===== src/rtl/divider_pkg.sv =====
// Shared types and constants for the ref_clk-domain divider controller.
package divider_pkg;

    typedef enum logic [2:0] {
        IDLE    = 3'd0,
        ARM     = 3'd1,
        MEASURE = 3'd2,
        LOAD    = 3'd3,
        RUN     = 3'd4,
        FAULT   = 3'd5
    } state_e;

    typedef logic [1:0] fault_t;

    localparam fault_t FAULT_NONE    = 2'b00;
    localparam fault_t FAULT_TIMEOUT = 2'b01;
    localparam fault_t FAULT_KSMALL  = 2'b10;

    // Terminal count of the datapath reload counter.
    localparam logic [7:0] CNT_MAX = 8'd255;

    // A reload value of CNT_MAX-(k>>1) equal to CNT_MAX means the counter would
    // sit on its terminal count and never produce a period.
    function automatic logic k_too_small(input logic [7:0] k);
        return (CNT_MAX - (k >> 1)) == CNT_MAX;
    endfunction

endpackage


===== src/rtl/watchdog_timer.sv =====
// Cycle watchdog: counts enabled cycles since the last clear and flags when
// the count has reached TIMEOUT_CYCLES.
module watchdog_timer #(
    parameter int unsigned TIMEOUT_CYCLES = 1023
) (
    input  logic clk,
    input  logic rst,
    input  logic clear,
    input  logic enable,
    output logic expired
);

    localparam logic [15:0] LIMIT = 16'(TIMEOUT_CYCLES);

    logic [15:0] count_q;
    logic [15:0] count_d;

    // Next count: held at zero when cleared or disabled, saturating at LIMIT.
    always_comb begin
        count_d = count_q;
        if (clear || !enable) begin
            count_d = '0;
        end else if (count_q != LIMIT) begin
            count_d = count_q + 16'd1;
        end
    end

    // Count register.
    always_ff @(posedge clk) begin
        if (rst) begin
            count_q <= '0;
        end else begin
            count_q <= count_d;
        end
    end

    assign expired = enable && (count_q == LIMIT);

endmodule


===== src/rtl/divider_controller.sv =====
// Sequencing FSM for the frequency-divider datapath: arms a measurement,
// waits for k, then loads and free-runs the reload counter with fault checks.
module divider_controller
    import divider_pkg::*;
#(
    parameter int unsigned TIMEOUT_CYCLES = 1023
) (
    input  logic        ref_clk,
    input  logic        rst,
    input  logic        start,
    input  logic        stop,
    input  logic [2:0]  n_in,
    input  logic        kcalc,
    input  logic [7:0]  k,
    input  logic        cout,
    output logic        LdCnt,
    output logic        counten,
    output logic [2:0]  n,
    output logic        busy,
    output logic        locked,
    output logic [1:0]  fault_code,
    output logic [15:0] pulse_count
);

    state_e      state_q, state_d;
    logic        kcalc_q, kcalc_d;
    logic [2:0]  n_q, n_d;
    fault_t      fault_code_q, fault_code_d;
    logic [15:0] pulse_count_q, pulse_count_d;

    logic kcalc_rise;
    logic kcalc_change;
    logic k_small;
    logic start_accept;
    logic wd_clear;
    logic wd_enable;
    logic wd_expired;

    assign kcalc_rise   = kcalc & ~kcalc_q;
    assign kcalc_change = kcalc ^ kcalc_q;
    assign k_small      = k_too_small(k);
    assign start_accept = start && !stop && ((state_q == IDLE) || (state_q == FAULT));

    assign wd_enable = (state_q == ARM) || (state_q == MEASURE) || (state_q == RUN);
    assign wd_clear  = kcalc_change || (state_d != state_q);

    watchdog_timer #(
        .TIMEOUT_CYCLES (TIMEOUT_CYCLES)
    ) u_watchdog (
        .clk     (ref_clk),
        .rst     (rst),
        .clear   (wd_clear),
        .enable  (wd_enable),
        .expired (wd_expired)
    );

    // State register.
    always_ff @(posedge ref_clk) begin
        if (rst) begin
            state_q <= IDLE;
        end else begin
            state_q <= state_d;
        end
    end

    // Next state and fault code: stop, then faults (k-small over timeout), then normal flow.
    always_comb begin
        state_d      = state_q;
        fault_code_d = fault_code_q;
        if (stop) begin
            state_d      = IDLE;
            fault_code_d = FAULT_NONE;
        end else begin
            unique case (state_q)
                IDLE: begin
                    if (start) begin
                        state_d      = ARM;
                        fault_code_d = FAULT_NONE;
                    end
                end
                ARM: begin
                    if (wd_expired) begin
                        state_d      = FAULT;
                        fault_code_d = FAULT_TIMEOUT;
                    end else if (!kcalc) begin
                        state_d = MEASURE;
                    end
                end
                MEASURE: begin
                    if (wd_expired) begin
                        state_d      = FAULT;
                        fault_code_d = FAULT_TIMEOUT;
                    end else if (kcalc_rise) begin
                        state_d = LOAD;
                    end
                end
                LOAD: begin
                    if (k_small) begin
                        state_d      = FAULT;
                        fault_code_d = FAULT_KSMALL;
                    end else begin
                        state_d = RUN;
                    end
                end
                RUN: begin
                    if (cout && k_small) begin
                        state_d      = FAULT;
                        fault_code_d = FAULT_KSMALL;
                    end else if (wd_expired) begin
                        state_d      = FAULT;
                        fault_code_d = FAULT_TIMEOUT;
                    end
                end
                FAULT: begin
                    if (start) begin
                        state_d      = ARM;
                        fault_code_d = FAULT_NONE;
                    end
                end
                default: begin
                    state_d      = IDLE;
                    fault_code_d = FAULT_NONE;
                end
            endcase
        end
    end

    // Control outputs; RUN is Mealy on cout so every terminal count reloads in place.
    always_comb begin
        LdCnt   = 1'b0;
        counten = 1'b0;
        busy    = 1'b0;
        locked  = 1'b0;
        unique case (state_q)
            ARM, MEASURE: begin
                busy = 1'b1;
            end
            LOAD: begin
                LdCnt = 1'b1;
                busy  = 1'b1;
            end
            RUN: begin
                LdCnt   = cout;
                counten = ~cout;
                busy    = 1'b1;
                locked  = 1'b1;
            end
            default: begin
            end
        endcase
    end

    // Edge-detector history, latched exponent and saturating reload count.
    always_comb begin
        kcalc_d       = kcalc;
        n_d           = n_q;
        pulse_count_d = pulse_count_q;
        if (start_accept) begin
            n_d           = n_in;
            pulse_count_d = '0;
        end else if ((state_q == RUN) && cout && (pulse_count_q != '1)) begin
            pulse_count_d = pulse_count_q + 16'd1;
        end
    end

    // Bookkeeping registers.
    always_ff @(posedge ref_clk) begin
        if (rst) begin
            kcalc_q       <= 1'b0;
            n_q           <= '0;
            fault_code_q  <= FAULT_NONE;
            pulse_count_q <= '0;
        end else begin
            kcalc_q       <= kcalc_d;
            n_q           <= n_d;
            fault_code_q  <= fault_code_d;
            pulse_count_q <= pulse_count_d;
        end
    end

    assign n           = n_q;
    assign fault_code  = fault_code_q;
    assign pulse_count = pulse_count_q;

endmodule


===== config.mk =====
export PLATFORM = sky130hd
export DESIGN_NAME = divider_controller
export DESIGN_NICKNAME = d
export VERILOG_FILES = /design/src/rtl/divider_pkg.sv /design/src/rtl/watchdog_timer.sv /design/src/rtl/divider_controller.sv
export SDC_FILE = /design/constraint.sdc
export NUM_CORES = 1
export LEC_CHECK = 0
export BUFFER_PORTS_ARGS = -buffer_cell sky130_fd_sc_hd__buf_2
export CORE_UTILIZATION = 58
export CTS_BUF_LIST = sky130_fd_sc_hd__clkbuf_4
export CTS_CLUSTER_SIZE = 10
export DETAILED_ROUTE_END_ITERATION = 6
export MAX_ROUTING_LAYER = met4
export PLACE_DENSITY = 0.83
export SYNTH_ARGS = -nofsm -noshare
export SYNTH_HDL_FRONTEND = slang
export SYNTH_HIERARCHICAL = 1
export SYNTH_SLANG_ARGS = --single-unit

===== constraint.sdc =====
create_clock -name ref_clk -period 4.6 [get_ports ref_clk]
set_input_delay 0.92 -clock ref_clk [delete_from_list [all_inputs] [get_ports ref_clk]]
set_output_delay 0.92 -clock ref_clk [all_outputs]
set_load 0.02 [all_outputs]

==> flow_summary.ini <==
[cells_and_area]
final_cell_mix = dfxtp_1 (41), buf_2 (40), a21oi_1 (27)
fin_nets = 334
final_cells = 363
multi_input_area_um2 = 1370
fin_util_pct = 68.9
layout_commonest_cell = dfxtp_1
drive_gt1_share_pct = 20.0
syn_to_final_growth_pct = 11.9
fill_cells = 325
diodes = 0
seq_area_um2 = 821

[worst_setup_path]
slowest_stage = nor3b_1
critical_path.startpoint = state_q[2]
path_cells = xnor2_1, o22ai_1, and2_1, o21a_1, a2111oi_0, o221a_2, o31ai_1, nor3b_1, o311ai_0, o41ai_1
rr_startpoint = state_q[2]
arrival_ns = 4.06
cp-start-kind = register
cp_top_family = compound AO/OA/AOI/OAI gates
path_max_fanout = 19
path_buf_inv = 0
crit_required_ns = 4.86
critPathKind = reg2reg
critPathMaxStageDelay_ns = 0.71
endpoint_kind = register

[die]
coreArea_um2 = 3740
die_h_um = 65.0
pin_count = 42
dieArea_um2 = 4230
start_util_pct = 61.5
rows = 22
die_w_um = 65.0

[detailed_routing]
vias = 2293
final_antenna_net_count = 0
first_pass_iters = 5
drc_errors = 0
finalWirelength_mm = 5.04
viasPerCell = 6.32
wl_per_cell_um = 13.9
initialDrtViolationCount = 173

[timing]
finalMaxSlewViolations = 0
finalClockSkew_ns = 0.00464
rsz0062_at_grt = false
post-route-period-util_pct = 82.8
hold_violations = 0
setup_slack_ns = 0.792
fmax_mhz = 263
totalNegativeSetupSlack_ns = 0
slew_headroom_pct = 40.7
min_period_ns = 3.81
tightestPinTransition_ns = 0.881
setup_viol = 0

[synthesis]
ys_warn_count = 6
synth_xor_area_share_pct = 2.66
ys_seq_area_share_pct = 35.6
synth_area_um2 = 2300
syn_inst = 280
synthSimpleGateAreaFrac_pct = 30.0
synth_ff_type = dfxtp_1
synthMuxAreaShare_pct = 0.869
yosys.area_share.adder_pct = 1.63
synthArstFlopShare_pct = 0
synth_edf_count = 0
syn_area_per_cell_um2 = 8.23
synth_compound_area_share_pct = 24.1
synth_cell_types = 56
syn_nets = 300
synth-seq-cells = 41
synth_top_family_by_area = simple AND/OR/NAND/NOR gates

[clock_tree]
cts_resized = 0
h-tree-depth = 2
cts_tree = built
cts_buffers = 5
path_clk_slew_ns = 0.12
post_cts_buffers = 0
clock_path_buffers = 2
postCtsHoldBufs = 0
clockRootBuffer = clkbuf_4
insertion_delay_ns = 0.35
clkSinkCount = 41

[pwr]
power.leakage_nw = 0.939
p_per_area_nw_per_um2 = 249
peakVddDrop_mv = 0.215

[place]
gp_congestion = 0.871
port-buffer-count = 40
place_inst = 355
place_ws_ns = 0.931
hpwl_mm = 3.50

[worst_hold_path]
min_path_type = reg2reg
min-delay-start = fault_code[1]

[global_route]
grt_max_degree = 21
grt_first_pass_wirelength_mm = 8.11
antenna_found_initial = 0
grt_pass1_vias = 1880
grt_usage_pct = 25.0
overflow = 0

[flow_run]
maxCapViolCount = 0

[run_status]
outcome = finished, final reports clean
## worst reg2reg max path, delay by kind of cell, from the launching register on
family,cells,cell delay (ns)
xor gates and xnor gates,1,0.62
DFF,1,0.53
and+or+nand+nor,2,1.03
AOI/OAI and AO/OA,7,1.53
## registers in the layout, summed over array words and instances, names as in the netlist
register and cells:
pulse_count 16, fault_code 2, state_q 3, kcalc_q 1, n 3, u_watchdog/count_q 16
## cell usage after synthesis (3+ instances only)
cell | number | area [um2]
o21ai_0 | 12 | 60.1
or4_1 | 8 | 60.1
nand3_1 | 11 | 55.1
nor3b_1 | 4 | 30.0
nand2b_1 | 3 | 18.8
and3_1 | 4 | 25.0
xnor2_1 | 6 | 52.6
dfxtp_1 | 41 | 821
or3_1 | 6 | 37.5
o22ai_1 | 4 | 25.0
and4_1 | 4 | 35.0
nand4_1 | 9 | 56.3
nor2b_1 | 3 | 18.8
buf_2 | 5 | 25.0
a31oi_1 | 5 | 31.3
clkbuf_1 | 6 | 22.5
a211oi_1 | 4 | 30.0
nand2_1 | 19 | 71.3
a31o_2 | 3 | 26.3
nor3_1 | 8 | 40.0
nor2_1 | 19 | 71.3
o31ai_1 | 10 | 75.1
nor4_1 | 6 | 37.5
ha_1 | 3 | 37.5
inv_1 | 12 | 45.0
a21oi_1 | 27 | 135
o211ai_1 | 3 | 22.5
## layout make-up
type / count / area share [%]
Clock buffer: 6 / 1.75
Clock inverter: 2 / 1.31
Inverter: 12 / 1.75
Multi-Input combinational cell: 213 / 53.0
Sequential cell: 41 / 31.8
Tap cell: 48 / 2.33
Timing Repair Buffer: 41 / 8.05
## routing by layer
| metal | GRT usage, % | vias to the layer above | part of all wire (%) |
|---|---|---|---|
| met5 | - | - | 0 |
| li1 | - | 1139 | - |
| met2 | 41.7 | 82 | 47 |
| met3 | 5.99 | 4 | 5.9 |
| met1 | 30.5 | 1068 | 46 |
| met4 | 5.71 | 0 | 0.71 |
## where the power goes
group          switching (mW)  total [mW]  internal [mW]
clock                   0.117       0.236          0.119
combinational          0.0268      0.0463         0.0195
sequential            0.00388       0.361          0.357
## path summary, 6_finish.rpt
| kind | cells after the start | to | slack (ns) |
|---|---|---|---|
| worst max-delay path | 10 | u_watchdog/count_q[6] | 0.79 |
| worst min-delay path | 2 | fault_code[1] | 0.47 |
| worst max register to register | 10 | u_watchdog/count_q[6] | 0.79 |
| worst min register to register | 2 | fault_code[1] | 0.47 |
## cell families (layout without fill, tap and decap cells)
kind of cell / count (synthesis) / in the layout
AO/OA/AOI/OAI: 84 / 84
XOR/XNOR: 7 / 7
adder cells (fa/ha/maj): 3 / 3
buffers and inverters: 26 / 61
flip-flops: 41 / 41
multiplexers: 2 / 2
AND/OR/NAND/NOR: 117 / 117
## through the flow
step           cell area, um2  total power [mW]  hold WS (ns)
4_1_cts                  2580             0.649         0.474
3_5_place_dp             2500             0.415         0.448
6_report                 2580             0.643         0.474
2_1_floorplan            2300             0.399         0.485
3_3_place_gp             2500             0.414         0.450
5_1_grt                  2580             0.666         0.503
(Power assumes the default switching activity.)
